### src/rtl/yolo_video_pkg.sv
// Shared definitions for the YOLO video transmit path.
// Contents: FSM state type, raster timing helper functions and the
// default 640x480@60 timing constants used as parameter defaults.
package yolo_video_pkg;

  typedef enum logic [1:0] {
    ST_IDLE = 2'd0,
    ST_SYNC = 2'd1,
    ST_RUN  = 2'd2
  } vtx_state_t;

  localparam int DEF_DATA_WIDTH = 16;
  localparam int DEF_H_ACTIVE   = 640;
  localparam int DEF_H_FP       = 16;
  localparam int DEF_H_SYNC     = 96;
  localparam int DEF_H_BP       = 48;
  localparam int DEF_V_ACTIVE   = 480;
  localparam int DEF_V_FP       = 10;
  localparam int DEF_V_SYNC     = 2;
  localparam int DEF_V_BP       = 33;

  // Total clocks per line (or lines per frame).
  function automatic int timing_total(input int act, input int fp, input int sw, input int bp);
    return act + fp + sw + bp;
  endfunction

  // First counter value inside the sync pulse.
  function automatic int sync_start(input int act, input int fp);
    return act + fp;
  endfunction

  // First counter value after the sync pulse (exclusive bound).
  function automatic int sync_end(input int act, input int fp, input int sw);
    return act + fp + sw;
  endfunction

endpackage

### src/rtl/video_timing_counter.sv
// Raster position generator.
// Ports:
//   sys_clk, sys_rst_n : clock, async active-low reset
//   run                : 1 = counters advance, 0 = counters held at (0,0)
//   h_cnt, v_cnt       : current raster position, active region first
//   active             : position lies inside the visible area
//   hsync_raw          : h_cnt inside the hsync window (polarity-free)
//   vsync_raw          : v_cnt inside the vsync window (whole lines)
//   frame_first        : position is (0,0)
//   frame_last         : position is (H_TOTAL-1, V_TOTAL-1)
import yolo_video_pkg::*;

module video_timing_counter #(
  parameter int H_ACTIVE = DEF_H_ACTIVE,
  parameter int H_FP     = DEF_H_FP,
  parameter int H_SYNC   = DEF_H_SYNC,
  parameter int H_BP     = DEF_H_BP,
  parameter int V_ACTIVE = DEF_V_ACTIVE,
  parameter int V_FP     = DEF_V_FP,
  parameter int V_SYNC   = DEF_V_SYNC,
  parameter int V_BP     = DEF_V_BP
) (
  input  logic        sys_clk,
  input  logic        sys_rst_n,
  input  logic        run,
  output logic [15:0] h_cnt,
  output logic [15:0] v_cnt,
  output logic        active,
  output logic        hsync_raw,
  output logic        vsync_raw,
  output logic        frame_first,
  output logic        frame_last
);

  localparam logic [15:0] H_LAST   = 16'(timing_total(H_ACTIVE, H_FP, H_SYNC, H_BP) - 1);
  localparam logic [15:0] V_LAST   = 16'(timing_total(V_ACTIVE, V_FP, V_SYNC, V_BP) - 1);
  localparam logic [15:0] H_ACT    = 16'(H_ACTIVE);
  localparam logic [15:0] V_ACT    = 16'(V_ACTIVE);
  localparam logic [15:0] HS_BEGIN = 16'(sync_start(H_ACTIVE, H_FP));
  localparam logic [15:0] HS_END   = 16'(sync_end(H_ACTIVE, H_FP, H_SYNC));
  localparam logic [15:0] VS_BEGIN = 16'(sync_start(V_ACTIVE, V_FP));
  localparam logic [15:0] VS_END   = 16'(sync_end(V_ACTIVE, V_FP, V_SYNC));

  always_ff @(posedge sys_clk or negedge sys_rst_n) begin
    if (!sys_rst_n) begin
      h_cnt <= '0;
      v_cnt <= '0;
    end else if (!run) begin
      h_cnt <= '0;
      v_cnt <= '0;
    end else if (h_cnt == H_LAST) begin
      h_cnt <= '0;
      v_cnt <= (v_cnt == V_LAST) ? 16'd0 : v_cnt + 16'd1;
    end else begin
      h_cnt <= h_cnt + 16'd1;
    end
  end

  assign active      = (h_cnt < H_ACT) && (v_cnt < V_ACT);
  assign hsync_raw   = (h_cnt >= HS_BEGIN) && (h_cnt < HS_END);
  assign vsync_raw   = (v_cnt >= VS_BEGIN) && (v_cnt < VS_END);
  assign frame_first = (h_cnt == 16'd0) && (v_cnt == 16'd0);
  assign frame_last  = (h_cnt == H_LAST) && (v_cnt == V_LAST);

endmodule

### src/rtl/yolo_video_tx.sv
// Transmit side of the RGB video interface: converts a ready/valid pixel
// stream into raster video with programmable timing, aligning each frame
// to the input start-of-frame marker.
// Ports:
//   sys_clk, sys_rst_n            : pixel clock, async active-low reset
//   en                            : run enable, sampled on the last frame cycle
//   pix_data_i/valid_i/sof_i      : input pixel stream (sof qualified by valid)
//   pix_ready_o                   : pixel accepted when ready && valid
//   rgb_o, hsync_o, vsync_o, de_o : registered video, 1 clock behind counters
//   hcount_o, vcount_o            : raster position of the current rgb_o
//   underflow_o                   : pulse, active pixel had no valid input
//   frame_err_o                   : pulse, SOF misalignment detected
//
// state | meaning
// ------+------------------------------------------------------------
// IDLE  | counters held at 0, outputs at reset values, no pixels taken
// SYNC  | raster running, non-SOF pixels dropped, SOF held until (0,0)
// RUN   | raster running, one pixel consumed per active cycle
import yolo_video_pkg::*;

module yolo_video_tx #(
  parameter int                    DATA_WIDTH      = DEF_DATA_WIDTH,
  parameter int                    H_ACTIVE        = DEF_H_ACTIVE,
  parameter int                    H_FP            = DEF_H_FP,
  parameter int                    H_SYNC          = DEF_H_SYNC,
  parameter int                    H_BP            = DEF_H_BP,
  parameter int                    V_ACTIVE        = DEF_V_ACTIVE,
  parameter int                    V_FP            = DEF_V_FP,
  parameter int                    V_SYNC          = DEF_V_SYNC,
  parameter int                    V_BP            = DEF_V_BP,
  parameter logic                  HSYNC_POL       = 1'b0,
  parameter logic                  VSYNC_POL       = 1'b0,
  parameter logic [DATA_WIDTH-1:0] UNDERFLOW_COLOR = '0
) (
  input  logic                  sys_clk,
  input  logic                  sys_rst_n,
  input  logic                  en,
  input  logic [DATA_WIDTH-1:0] pix_data_i,
  input  logic                  pix_valid_i,
  input  logic                  pix_sof_i,
  output logic                  pix_ready_o,
  output logic [DATA_WIDTH-1:0] rgb_o,
  output logic                  hsync_o,
  output logic                  vsync_o,
  output logic                  de_o,
  output logic [15:0]           hcount_o,
  output logic [15:0]           vcount_o,
  output logic                  underflow_o,
  output logic                  frame_err_o
);

  vtx_state_t  state;
  logic [15:0] h_cnt;
  logic [15:0] v_cnt;
  logic        active;
  logic        hsync_raw;
  logic        vsync_raw;
  logic        frame_first;
  logic        frame_last;

  logic        misalign;
  logic        sof_take;
  logic        pix_take;

  video_timing_counter #(
    .H_ACTIVE (H_ACTIVE),
    .H_FP     (H_FP),
    .H_SYNC   (H_SYNC),
    .H_BP     (H_BP),
    .V_ACTIVE (V_ACTIVE),
    .V_FP     (V_FP),
    .V_SYNC   (V_SYNC),
    .V_BP     (V_BP)
  ) u_timing (
    .sys_clk     (sys_clk),
    .sys_rst_n   (sys_rst_n),
    .run         (state != ST_IDLE),
    .h_cnt       (h_cnt),
    .v_cnt       (v_cnt),
    .active      (active),
    .hsync_raw   (hsync_raw),
    .vsync_raw   (vsync_raw),
    .frame_first (frame_first),
    .frame_last  (frame_last)
  );

  // Misalignment is only judged on active cycles: a SOF waiting through
  // blanking for the next (0,0) is the normal case, not an error.
  always_comb begin
    misalign    = 1'b0;
    sof_take    = 1'b0;
    pix_take    = 1'b0;
    pix_ready_o = 1'b0;
    case (state)
      ST_SYNC: begin
        pix_ready_o = !(pix_valid_i && pix_sof_i) || frame_first;
        sof_take    = pix_valid_i && pix_sof_i && frame_first;
      end
      ST_RUN: begin
        misalign    = active && pix_valid_i && (pix_sof_i != frame_first);
        pix_ready_o = active && !misalign;
        pix_take    = active && pix_valid_i && !misalign;
      end
      default: begin
        pix_ready_o = 1'b0;
      end
    endcase
  end

  always_ff @(posedge sys_clk or negedge sys_rst_n) begin
    if (!sys_rst_n) begin
      state       <= ST_IDLE;
      rgb_o       <= '0;
      de_o        <= 1'b0;
      hsync_o     <= ~HSYNC_POL;
      vsync_o     <= ~VSYNC_POL;
      hcount_o    <= '0;
      vcount_o    <= '0;
      underflow_o <= 1'b0;
      frame_err_o <= 1'b0;
    end else begin
      case (state)
        ST_IDLE: begin
          rgb_o       <= '0;
          de_o        <= 1'b0;
          hsync_o     <= ~HSYNC_POL;
          vsync_o     <= ~VSYNC_POL;
          hcount_o    <= '0;
          vcount_o    <= '0;
          underflow_o <= 1'b0;
          frame_err_o <= 1'b0;
          if (en) state <= ST_SYNC;
        end
        ST_SYNC, ST_RUN: begin
          rgb_o       <= (sof_take || pix_take) ? pix_data_i : UNDERFLOW_COLOR;
          de_o        <= active;
          hsync_o     <= hsync_raw ? HSYNC_POL : ~HSYNC_POL;
          vsync_o     <= vsync_raw ? VSYNC_POL : ~VSYNC_POL;
          hcount_o    <= h_cnt;
          vcount_o    <= v_cnt;
          underflow_o <= (state == ST_RUN) && active && !pix_valid_i;
          frame_err_o <= misalign;
          if (sof_take)                state <= ST_RUN;
          else if (misalign)           state <= ST_SYNC;
          else if (frame_last && !en)  state <= ST_IDLE;
        end
        default: begin
          state <= ST_IDLE;
        end
      endcase
    end
  end

endmodule

### config.mk
export PLATFORM = sky130hd
export DESIGN_NAME = yolo_video_tx
export DESIGN_NICKNAME = d
export VERILOG_FILES = /design/src/rtl/yolo_video_pkg.sv /design/src/rtl/video_timing_counter.sv /design/src/rtl/yolo_video_tx.sv
export SDC_FILE = /design/constraint.sdc
export NUM_CORES = 1
export LEC_CHECK = 0
export CORE_MARGIN = 2
export CORE_UTILIZATION = 35
export CTS_CLUSTER_DIAMETER = 30
export DETAILED_ROUTE_END_ITERATION = 8
export DONT_BUFFER_PORTS = 1
export PLACE_DENSITY_LB_ADDON = 0.05
export SYNTH_ARGS = -nofsm -noshare
export SYNTH_HDL_FRONTEND = slang
export SYNTH_SLANG_ARGS = --single-unit
export TNS_END_PERCENT = 20
### constraint.sdc
create_clock -name sys_clk -period 3.7 [get_ports sys_clk]
set_input_delay 0.37 -clock sys_clk [delete_from_list [all_inputs] [get_ports sys_clk]]
set_output_delay 0.37 -clock sys_clk [all_outputs]
set_load 0.02 [all_outputs]
### Yosys cells after proc, flatten, opt, wreduce, memory -nomap -nowiden

Cells that the tools add are included.

* bits of input ports: 21
* output and inout bits: 54
* word-level logic and storage cells: 79
* flip-flop bits (word level): 87

* add/sub/neg operators: 2
* magnitude comparators: 6
* reduce and logical (&&, ||, !) cells: 27
* eq/ne operators: 8
* muxes and demuxes: 25

Operator list (number)
* 16-bit two-way mux: 6
* 16-bit case mux with 2 select lines: 3
* 16-bit by 1-bit adder with 16-bit output, second input constant: 2
* 16-bit by 10-bit == test with 1-bit output, second input constant: 2
* 16-bit logical NOT: 2
* 16-bit by 10-bit less-than comparator with 1-bit output, second input constant: 2
* 16-bit by 9-bit less-than comparator with 1-bit output, second input constant: 2
* 16-bit by 10-bit >= comparator with 1-bit output, second input constant: 1
* 16-bit by 9-bit >= comparator with 1-bit output, second input constant: 1
* 1-bit logical AND: 14
* 1-bit case mux with 2 select lines: 6
* 2-bit two-way mux: 4
* 1-bit two-way mux: 5
* 1-bit logical NOT: 4
* 2-bit inequality test, second input constant: 2
* 4-bit inequality test, second input constant: 1
* 2-bit case mux with 2 select lines: 1
* 2-bit nonzero test: 2
* 2-bit by 1-bit == test with 1-bit output, second input constant: 1
* 2-bit == test, second input constant: 1
* 2-bit logical NOT: 1
* 1-bit logical OR: 2
* 2-bit AND reduction: 1
* 2-bit OR reduction: 1
* 1-bit inequality test: 1

### Logic depth before layout (Yosys ltp)

Gate-level depths: netlist (run 1).

* word-level depth: 10
* gate-level depth with buffers: 10
* mapped depth without buffers: 8

### Modules after synthesis

From an unflattened synthesis (run 1), not the netlist that was laid out.

* cells, all modules: 448
* area total of the unflattened synthesis: 4231.6 um^2

Modules (own cells, without submodules)
* yolo_video_tx: sequential area each 1378.8 um^2, cells each 225, area each 2318.5 um^2, instances 1
* video_timing_counter: sequential area each 800.8 um^2, cells each 223, area each 1913.1 um^2, instances 1

### Least setup slack after synthesis (run 1)

OpenSTA, ideal clock, no wires.

* path kind: register -> register
* start: register u_timing.v_cnt[14]
* end: register rgb_o[10]
* arrival: 2215 ps
* buffers on the path: 2
* stages on the path, launching flop included: 9
* library setup time: 121 ps
* path slack: 1364 ps
* data required time: 3579 ps
* period minus slack after synthesis: 2336 ps
* cell sequence: dfrtp_1 nor4_4 nand4_2 or4_4 a32o_1 nor2b_4 buf_6 buf_6 a22o_1

* word-level cells in the longest chain between the ends: 10
* elaborated cells between the ends (all ways): 15
* those cells by class: 1 x order compare; 1 x eq/ne; 4 x mux; 9 x reduce/logical

RTL lines
* start, declared: RTL line video_timing_counter.sv:27 `output logic [15:0] v_cnt,`
* start signal, assigned: RTL line video_timing_counter.sv:53 `v_cnt <= (v_cnt == V_LAST) ? 16'd0 : v_cnt + 16'd1;`
* 16-bit by 9-bit less-than comparator with 1-bit output / 16-bit logical NOT (equally long branches): RTL line video_timing_counter.sv:59, video_timing_counter.sv:62
* 1-bit logical AND, on equally long branches: RTL line video_timing_counter.sv:59, video_timing_counter.sv:62
* 1-bit logical AND / 1-bit inequality test (equally long branches): RTL line yolo_video_tx.sv:100, yolo_video_tx.sv:102
* 1-bit logical AND: RTL line yolo_video_tx.sv:100 `misalign = active && pix_valid_i && (pix_sof_i != frame_first);`
* 1-bit logical NOT: RTL line yolo_video_tx.sv:102 `pix_take = active && pix_valid_i && !misalign;`
* 1-bit logical AND: RTL line yolo_video_tx.sv:102
* 1-bit two-way mux: RTL line yolo_video_tx.sv:94 `case (state)`
* 1-bit logical OR (*): RTL line yolo_video_tx.sv:135 `rgb_o <= (sof_take || pix_take) ? pix_data_i : UNDERFLOW_COLOR;`
* 16-bit two-way mux (*): RTL line yolo_video_tx.sv:135
* 16-bit case mux with 2 select lines (*): RTL line yolo_video_tx.sv:122 `case (state)`
* end signal, assigned: RTL line yolo_video_tx.sv:135
* end, declared: RTL line yolo_video_tx.sv:42 `output logic [DATA_WIDTH-1:0] rgb_o,`

Mark *: on every way between the ends. The rest lies on a longest branch, timed or not.
A chain may end at the register's enable or synchronous reset.

### Worst setup path in the final report (run 1)

* start: register u_timing.h_cnt[0]
* end: output port pix_ready_o

* word-level cells in the longest chain between the ends: 7
* elaborated cells between the ends (all ways): 11
* those cells by class: 1 x order compare; 1 x eq/ne; 1 x mux; 8 x reduce/logical

RTL lines
* start, declared: RTL line video_timing_counter.sv:26 `output logic [15:0] h_cnt,`
* start signal, assigned: RTL line video_timing_counter.sv:55 `h_cnt <= h_cnt + 16'd1;`
* 16-bit by 10-bit less-than comparator with 1-bit output / 16-bit logical NOT (equally long branches): RTL line video_timing_counter.sv:59, video_timing_counter.sv:62
* 1-bit logical AND, on equally long branches: RTL line video_timing_counter.sv:59, video_timing_counter.sv:62
* 1-bit logical AND / 1-bit inequality test (equally long branches): RTL line yolo_video_tx.sv:100
* 1-bit logical AND: RTL line yolo_video_tx.sv:100
* 1-bit logical NOT: RTL line yolo_video_tx.sv:101 `pix_ready_o = active && !misalign;`
* 1-bit logical AND: RTL line yolo_video_tx.sv:101
* 1-bit case mux with 2 select lines (*): RTL line yolo_video_tx.sv:94
* end, declared: RTL line yolo_video_tx.sv:41 `output logic pix_ready_o,`

Marked as above.

==> qor.csv, run 1 <==
stage;metric;value;unit
synthesis;synth_xor_area_share;4.70;%
pwr;p_sw_share;34.4;%
synthesis;synth_cells;431;
detailed_routing;vias;3015;
grt;grtUsageTotal;16.3;%
critical_path;cp_top_family;compound AO/OA/AOI/OAI gates;
grt;grt-ovfl-total;0;
critical_path;crit_arrival;2.42;ns
sta;tightest_slew;0.808;ns
placed_design;portBuffers;0;
synthesis;synth_top_family_by_area;simple AND/OR/NAND/NOR gates;
clock_network;numCtsBuffers;9;
clock_network;clkTransAtPathRegs;0.07;ns
status;status;complete, no violations;
critical_path;slowest_stage;a21oi_1;
synthesis;synth-simple-area-share;22.4;%
synthesis;yosysSeqAreaShare;53.2;%
sta;grt_setup_unrepaired;false;
finish;fin_nets;448;
synthesis;syn_nets;460;
critical_path;slowest_delay;0.45;ns
finish;diodes;0;
sta;max_slew_margin;46.2;%
synthesis;synth_compound_area_share;13.2;%
critical_path;cp_num_buf_inv;1;
clock_network;h-tree-depth;3;
clock_network;cts-resized-gates;0;
synthesis;synthMuxAreaShare;0;%
sta;fin_crit;2.79;ns
pwr;power_density;593;mW/mm²
placed_design;dp_hpwl;6350;µm
floorplan;ios;75;
critical_path;path_max_fanout;6;
grt;first_global_vias;3035;
finish;fill_cells;1157;
sta;skew;0.00833;ns
detailed_routing;drt-initial-drc-count;161;
grt;grt_max_degree;88;
detailed_routing;wl;9730;µm
hold_path;min_path_type;in -> reg;
detailed_routing;route.detailed.drc;0;
sta;final_min_period_over_clock_period;75.5;%
placed_design;post-place-ws;1.23;ns
floorplan;core_area;0.0114;mm²
sta;setup_viol;0;
synthesis;synth_cell_types;46;
floorplan;die_area;0.0126;mm²
clock_network;cts_tree;done;
synthesis;synth_area_leaders;dfrtp_1 (52%), nand2_1 (7.7%), o21ai_0 (5.5%), a22o_1 (3.6%), nor2_1 (3.2%);
sta;worst_slack;0.907;ns
pwr;leakage;1.93;nW
synthesis;synth-adder-area-share;2.44;%
grt;antenna_found_initial;0;
floorplan;start_util;35.9;%
sta;hold_viol_final;0;
floorplan;die_w;112;µm
detailed_routing;wl_per_cell;17.2;µm
critical_path;path_cells;inv_1, ha_1, nor4b_1, nand3_1, o31ai_1, nand2_1, a21oi_1;
clock_network;cts-root-buf;clkbuf_16;
sta;holdWs;0.153;ns
finish;layout-drive-gt1-share;7.08;%
grt;grt_pass1_wl;16300;µm
synthesis;synth_area;0.00410;mm²
clock_network;cts.sinks;87;
sta;slew_viol_final;0;
sta;timing.fmax;358;MHz
synthesis;yosys.area.top_type;dfrtp_1;
pwr;p_clk_share;36.2;%
floorplan;placementRows;39;
critical_path;end_kind;output port;
detailed_routing;detail-route-antenna-nets;0;
clock_network;clk_latency;0.34;ns
placed_design;place_congestion;0.761;
synthesis;synth-seq-cells;87;
pwr;switching_power;0.000924;W
run;cap_violations;0;
pwr;internal-power;0.00176;W
synthesis;syn_avg_cell_area;9.51;µm²
synthesis;ys_warn_count;0;
pwr;pwr-share-comb;23.3;%
critical_path;path_class;reg -> out;
clock_network;clk_path_buf_depth;2;
detailed_routing;first_pass_iters;4;
pwr;vdd_drop_max;0.254;mV
critical_path;required;3.33;ns
synthesis;synth_top_area_share;51.9;%
sta;totalNegativeSetupSlack;0;ns
finish;syn2layout_area_growth;10.5;%
pwr;power_frac_seq;40.5;%
floorplan;die_y;112;µm
detailed_routing;routed_via_density;5.32;
critical_path;critPathLaunchType;flip-flop;
==> power groups by stage <==
stage	clock network (W)	registers, W	logic [W]
after floorplan	0	0.00109	0.000457
after global placement	0	0.00110	0.000613
after detailed placement	0	0.00111	0.000613
after CTS	0.000995	0.00109	0.000641
after global routing	0.00104	0.00110	0.000715
final	0.000972	0.00109	0.000627
==> kinds of logic after synthesis <==
family	after synthesis
adder cells (fa/ha/maj)	8
XOR/XNOR	22
buffers and inverters	40
AO/OA/AOI/OAI	85
AND/OR/NAND/NOR	189
flip-flops	87
==> per-layer routing <==
| layer | global-route usage [%] | part of all wire, % |
|---|---|---|
| met1 | 22.4 | 49 |
| met4 | 5.85 | 1.5 |
| met2 | 24.9 | 45 |
| met3 | 4.37 | 4.8 |
| met5 | 0 | 0 |
==> through the flow <==
stage          instance area [µm²]  instances  power [W]  util, %
6_report                      4530        567    0.00269     39.7
5_1_grt                       4530        567    0.00285     39.7
4_1_cts                       4530        567    0.00272     39.7
3_5_place_dp                  4180        549    0.00172     36.6
3_3_place_gp                  4180        549    0.00172     36.6
2_1_floorplan                 4100        431    0.00155        -
==> synthesized netlist by cell type, drive strengths merged <==
master	number
nand4b	1
a31oi	2
nor4	5
nand2	84
or3	3
o311a	1
a22o	17
dfrtp	85
nand4	14
xor2	12
nor3b	2
and3	7
nor2b	4
and3b	1
nand2b	1
o41ai	1
a32o	1
clkbuf	22
a21oi	6
xnor2	10
inv	13
o211ai	1
and2	4
a21o	1
or4	1
or2	1
nor4b	2
a31o	2
nor2	35
o22ai	1
nor3	9
a32oi	2
ha	8
nand3	14
buf	5
o2111ai	2
o21ai	45
dfstp	2
o31ai	3
and4	1
==> flip-flops by register name (all words and copies together), names as in the netlist <==
| signal | cells |
|---|---|
| vcount_o | 16 |
| de_o | 1 |
| u_timing.v_cnt | 16 |
| vsync_o | 1 |
| hcount_o | 16 |
| hsync_o | 1 |
| rgb_o | 16 |
| state | 2 |
| underflow_o | 1 |
| frame_err_o | 1 |
| u_timing.h_cnt | 16 |
==> layout make-up <==
type	instances	area [µm²]	area share [%]
clock inverters	6	85.1	1.88
well taps	143	179	3.95
clock buffers	10	229	5.06
inverters	13	48.8	1.08
repair buffers	4	52.6	1.16
multi-input cells	304	1750	38.7
flip-flops and latches	87	2180	48.1
==> path summary, 6_finish.rpt <==
check | slack, ns | startpoint | to | cells after the start
hold reg to reg | 0.51 | hsync_o | hsync_o | 2
hold / removal | 0.15 | pix_data_i[6] | rgb_o[6] | 1
setup reg to reg | 1.22 | u_timing.h_cnt[0] | u_timing.v_cnt[10] | 7
max in group asynchronous | 2.67 | sys_rst_n | vsync_o | 2
min in group asynchronous | 0.59 | sys_rst_n | rgb_o[14] | 2
setup / recovery | 0.91 | u_timing.h_cnt[0] | pix_ready_o | 7
==> worst reg2reg max path, cell delays in order, from the launching register on <==
cell and delay [ns]:
dfrtp_1 0.43, ha_1 0.24, nand3_1 0.10, nor3_1 0.43
a21o_1 0.72, nand4_1 0.21, xor2_1 0.17, nor2_1 0.05
==> layout by cell type (no fill, tap or decap), drive strengths merged, types with 9 or more instances in the layout <==
master / count
dfrtp: 85
nand2: 84
o21ai: 45
nor2: 35
a22o: 17
nand3: 14
nand4: 14
inv: 13
xor2: 12
xnor2: 10
clkbuf: 10
nor3: 9
==> repair_timing <==
item,CTS,global route
endpoints found under the hold margin,87,0
buffers inserted,0,0
hold buffers,2,0
No activity file was read; power rests on OpenSTA's default activity.
==> run 2, diff against run 1 <==
Clock period 3.7 ns to 2.91 ns, I/O delays scaled along.
==> qor.csv, run 2 (synthesis results as in run 1) <==
stage;metric;value;unit;change
sta;holdWs;0.0832;ns;-0.0703 ns
floorplan;die_area;0.0126;mm²;unchanged
pwr;leakage;1.93;nW;+0.15%
critical_path;path_max_fanout;7;;+1
placed_design;dp_cells;552;;+0.55%
clock_network;post_cts_buffers;0;;unchanged
clock_network;clk_path_buf_depth;2;;unchanged
clock_network;cts.sinks;87;;unchanged
critical_path;crit_arrival;2.39;ns;-0.03 ns
floorplan;placementRows;39;;unchanged
hold_path;min_path_type;in -> reg;;
grt;grt_max_degree;88;;unchanged
finish;fill_cells;1178;;+1.8%
placed_design;dp_hpwl;6380;µm;+0.60%
finish;utilization;39.7;%;unchanged
sta;max_slew_margin;50.8;%;+4.7 points
finish;syn2layout_area_growth;10.5;%;unchanged
finish;diodes;0;;unchanged
grt;grtUsageTotal;16.2;%;-0.071 points
floorplan;die_w;112;µm;unchanged
grt;first_global_vias;2987;;-1.6%
sta;totalNegativeSetupSlack;0;ns;unchanged
clock_network;h-tree-depth;3;;unchanged
sta;tightest_slew;0.738;ns;-0.0699 ns
detailed_routing;wl;9480;µm;-2.6%
detailed_routing;first_pass_iters;4;;unchanged
pwr;power_density;735;mW/mm²;+24%
critical_path;slowest_delay;0.46;ns;about the same
floorplan;start_util;35.9;%;unchanged
placed_design;place_congestion;0.773;;+1.6%
detailed_routing;route.detailed.drc;0;;unchanged
detailed_routing;drt-initial-drc-count;120;;-25%
floorplan;core_area;0.0114;mm²;unchanged
finish;fin_area;0.00453;mm²;unchanged
clock_network;clk_latency;0.34;ns;about the same
critical_path;path_cells;nor4_2, nand4_2, o31ai_1, nand2_1, a21oi_1;;
grt;antenna_found_initial;0;;unchanged
sta;grt_setup_unrepaired;false;;
sta;final_min_period_over_clock_period;92.3;%;
grt;grt_pass1_wl;16400;µm;+0.21%
critical_path;slowest_stage;dfrtp_1;;
critical_path;required;2.62;ns;-0.71 ns
sta;hold_viol_final;0;;unchanged
critical_path;end_kind;output port;;
floorplan;die_y;112;µm;unchanged
detailed_routing;vias;2966;;-1.6%
critical_path;r2r-start;u_timing.v_cnt[5];;
detailed_routing;routed_via_density;5.20;;-2.1%
finish;mostFrequentLayoutCells;dfrtp_1 (85), nand2_1 (84), o21ai_0 (45), nor2_1 (35), a22o_1 (17);;
hold_path;hold_start;pix_data_i[6];;
detailed_routing;wl_per_cell;16.6;µm;-3.1%
placed_design;portBuffers;0;;unchanged
placed_design;place_area;0.00420;mm²;+0.54%
finish;layout-drive-gt1-share;7.49;%;+0.42 points
clock_network;cts_tree;done;;
critical_path;critPathLaunchType;flip-flop;;
floorplan;ios;75;;unchanged
status;status;complete, no violations;;
sta;fin_crit;2.69;ns;
critical_path;crit_start;u_timing.v_cnt[5];;
clock_network;cts-resized-gates;0;;unchanged
sta;skew;0.00887;ns;+0.000542 ns
clock_network;numCtsBuffers;9;;unchanged
finish;fin_nets;451;;+0.67%
finish;mostFrequentLayoutCell;dfrtp_1;;
sta;timing.fmax;372;MHz;
critical_path;path_class;reg -> out;;
finish;fin_cells;570;;+0.53%
clock_network;cts-root-buf;clkbuf_16;;
grt;grt-ovfl-total;0;;unchanged
sta;setup_viol;0;;unchanged
clock_network;clkTransAtPathRegs;0.07;ns;about the same
run;cap_violations;0;;unchanged
sta;slew_viol_final;0;;unchanged
detailed_routing;detail-route-antenna-nets;0;;unchanged
pwr;vdd_drop_max;0.349;mV;+37%
-- run 2: cell count changes in the layout (fill, tap and decap cells not counted), sizes merged --
cell    before  now
bufinv       2    1
buf          3    6
clkbuf      10   11
-- run 2: timing repair --
item / CTS / global route
endpoints found under the setup margin: 0 / 0
endpoints found under the hold margin: 87 / 0
hold buffers: 2 / 0
-- run 2: where the power goes --
group | internal (W) | switching, W | leakage (nW)
clock | 0.000666 | 0.000473 | 0.136
sequential | 0.00127 | 0.000110 | 1.20
combinational | 0.000228 | 0.000578 | 0.595
-- run 2: worst max-delay path: cells and delay by family, from the launching register on --
kind	cells	cell delay (ns)
DFF	1	0.46
AOI/OAI and AO/OA	2	0.88
and+or+nand+nor	3	0.70
-- run 2: final timing paths --
kind,slack [ns],to,cells after the start
max,0.22,pix_ready_o,5
min,0.08,rgb_o[6],1
max reg2reg,0.53,rgb_o[15],6
min reg2reg,0.51,hsync_o,2
max in group asynchronous,2.01,vsync_o,2
min in group asynchronous,0.56,hcount_o[13],2
-- run 2: cell type report --
| type | count | area [µm²] | area share (%) |
|---|---|---|---|
| clock inverters | 5 | 58.8 | 1.30 |
| repair buffers | 7 | 75.1 | 1.66 |
| inverters | 13 | 48.8 | 1.08 |
| clock buffers | 11 | 233 | 5.14 |
| well taps | 143 | 179 | 3.95 |
| multi-input cells | 304 | 1750 | 38.7 |
| flip-flops and latches | 87 | 2180 | 48.1 |
-- run 2: routing by layer --
layer  wire length [µm]  vias up  GRT usage (%)
met2               4220       54           24.0
met5                  0        -              0
met3                539        8           5.29
met4                127        0           5.04
met1               4600     1435           22.8
li1                   -     1469              -
-- run 2: per-stage QoR --
step                      total power [W]  worst slack, ns
after detailed placement          0.00220            0.524
final                             0.00333            0.224
after floorplan                   0.00197            0.574
after global routing              0.00355           0.0109
after global placement            0.00220            0.591
after CTS                         0.00339            0.215
==> run 3, diff against run 2 <==
Settings changed: CTS_BUF_LIST set to sky130_fd_sc_hd__clkbuf_16, CTS_CLUSTER_DIAMETER 30 to 40.
==> qor.csv, run 3 (synthesis results as in run 1) <==
stage;metric;value;unit;change
sta;holdWs;0.0832;ns;-0.0000239 ns
sta;max_slew_margin;50.8;%;unchanged
clock_network;cts-root-buf;clkbuf_16;;
sta;hold_viol_final;0;;unchanged
critical_path;r2r_slack;0.53;ns;about the same
finish;mostFrequentLayoutCell;dfrtp_1;;
critical_path;required;2.62;ns;about the same
clock_network;numCtsBuffers;9;;unchanged
sta;grt_setup_unrepaired;false;;
clock_network;cts-resized-gates;0;;unchanged
clock_network;cts_hold_buf;2;;unchanged
pwr;switching_power;0.00116;W;+0.13%
critical_path;critPathLaunchType;flip-flop;;
critical_path;slowest_stage;dfrtp_1;;
critical_path;cp_top_family;compound AO/OA/AOI/OAI gates;;
placed_design;portBuffers;0;;unchanged
clock_network;h-tree-depth;3;;unchanged
floorplan;core_area;0.0114;mm²;unchanged
pwr;p_clk_share;34.1;%;about the same
finish;fill_cells;1178;;unchanged
placed_design;place_area;0.00420;mm²;unchanged
sta;skew;0.00887;ns;-0.000000110 ns
clock_network;cts.sinks;87;;unchanged
detailed_routing;wl;9490;µm;about the same
sta;timing.fmax;372;MHz;about the same
grt;grt_max_degree;88;;unchanged
floorplan;placementRows;39;;unchanged
detailed_routing;wl_per_cell;16.6;µm;about the same
status;status;complete, no violations;;
critical_path;crit_arrival;2.39;ns;about the same
pwr;pwr-share-comb;24.3;%;about the same
floorplan;start_util;35.9;%;unchanged
critical_path;slowest_delay;0.46;ns;about the same
critical_path;path_max_fanout;7;;unchanged
sta;final_min_period_over_clock_period;92.3;%;about the same
finish;syn2layout_area_growth;10.5;%;unchanged
sta;fin_crit;2.69;ns;+0.0000240 ns
pwr;leakage;1.94;nW;+0.43%
finish;fin_nets;451;;unchanged
sta;tightest_slew;0.738;ns;unchanged
clock_network;cts_tree;done;;
placed_design;place_congestion;0.773;;unchanged
floorplan;ios;75;;unchanged
placed_design;dp_hpwl;6380;µm;unchanged
clock_network;clkTransAtPathRegs;0.07;ns;about the same
finish;fin_cells;570;;unchanged
finish;fin_area;0.00453;mm²;unchanged
finish;mostFrequentLayoutCells;dfrtp_1 (85), nand2_1 (84), o21ai_0 (45), nor2_1 (35), a22o_1 (17);;
pwr;vdd_drop_max;0.349;mV;about the same
detailed_routing;routed_via_density;5.20;;about the same
finish;diodes;0;;unchanged
detailed_routing;first_pass_iters;4;;unchanged
pwr;power_density;734;mW/mm²;-0.17%
clock_network;clk_path_buf_depth;2;;unchanged
critical_path;crit_start;u_timing.v_cnt[5];;
floorplan;die_y;112;µm;unchanged
sta;slew_viol_final;0;;unchanged
grt;grtUsageTotal;16.2;%;unchanged
pwr;p_sw_share;35.0;%;+0.10 points
placed_design;dp_cells;552;;unchanged
finish;layout-drive-gt1-share;7.49;%;unchanged
clock_network;clk_latency;0.34;ns;about the same
detailed_routing;vias;2965;;-0.034%
critical_path;path_cells;nor4_2, nand4_2, o31ai_1, nand2_1, a21oi_1;;
critical_path;r2r-start;u_timing.v_cnt[5];;
floorplan;die_w;112;µm;unchanged
detailed_routing;route.detailed.drc;0;;unchanged
sta;totalNegativeSetupSlack;0;ns;unchanged
grt;grt-ovfl-total;0;;unchanged
grt;grt_pass1_wl;16400;µm;unchanged
pwr;power_frac_seq;41.6;%;about the same
detailed_routing;detail-route-antenna-nets;0;;unchanged
hold_path;min_path_type;in -> reg;;
hold_path;hold_start;pix_data_i[6];;
critical_path;path_class;reg -> out;;
grt;antenna_found_initial;0;;unchanged
clock_network;post_cts_buffers;0;;unchanged
floorplan;die_area;0.0126;mm²;unchanged
detailed_routing;drt-initial-drc-count;120;;unchanged
sta;setup_viol;0;;unchanged
critical_path;cp_num_buf_inv;0;;unchanged
critical_path;end_kind;output port;;
run;cap_violations;0;;unchanged
grt;first_global_vias;2987;;unchanged
pwr;internal-power;0.00216;W;-0.32%
[run 3: power by group through the flow]
stage               combinational [W]  clock [W]  sequential [W]
detailed placement           0.000787          0         0.00141
finish                       0.000807    0.00113         0.00138
floorplan                    0.000582          0         0.00139
global route                 0.000917    0.00123         0.00140
global placement             0.000791          0         0.00141
CTS                          0.000821    0.00118         0.00139
[run 3: final cells by class]
cell class	instances	area, µm²	area share [%]
timing repair buffer	7	75.1	1.66
clock inverter	7	66.3	1.46
tap	143	179	3.95
clock buffer	9	225	4.97
sequential	87	2180	48.1
inverter	13	48.8	1.08
multi-input combinational	304	1750	38.7
[run 3: final timing paths]
| kind | endpoint | cells past startpoint |
|---|---|---|
| min | rgb_o[6] | 1 |
| max | pix_ready_o | 5 |
| max reg2reg | rgb_o[15] | 6 |
| min in group asynchronous | hcount_o[13] | 2 |
| max in group asynchronous | vsync_o | 2 |
| min reg2reg | hsync_o | 2 |
[run 3: stage by stage]
step                power [W]  worst slack, ns  utilization, %
finish                0.00332            0.224            39.7
global route          0.00355           0.0108            39.7
CTS                   0.00338            0.215            39.7
detailed placement    0.00220            0.524            36.8
global placement      0.00220            0.591            36.8
floorplan             0.00197            0.574               -
[run 3: metal layers]
metal	vias to the layer above	global-route usage, %	share of wire [%]
met5	-	0	0
met4	0	5.04	1.3
met3	8	5.29	5.7
met2	54	24.0	44
met1	1435	22.8	48
li1	1468	-	-
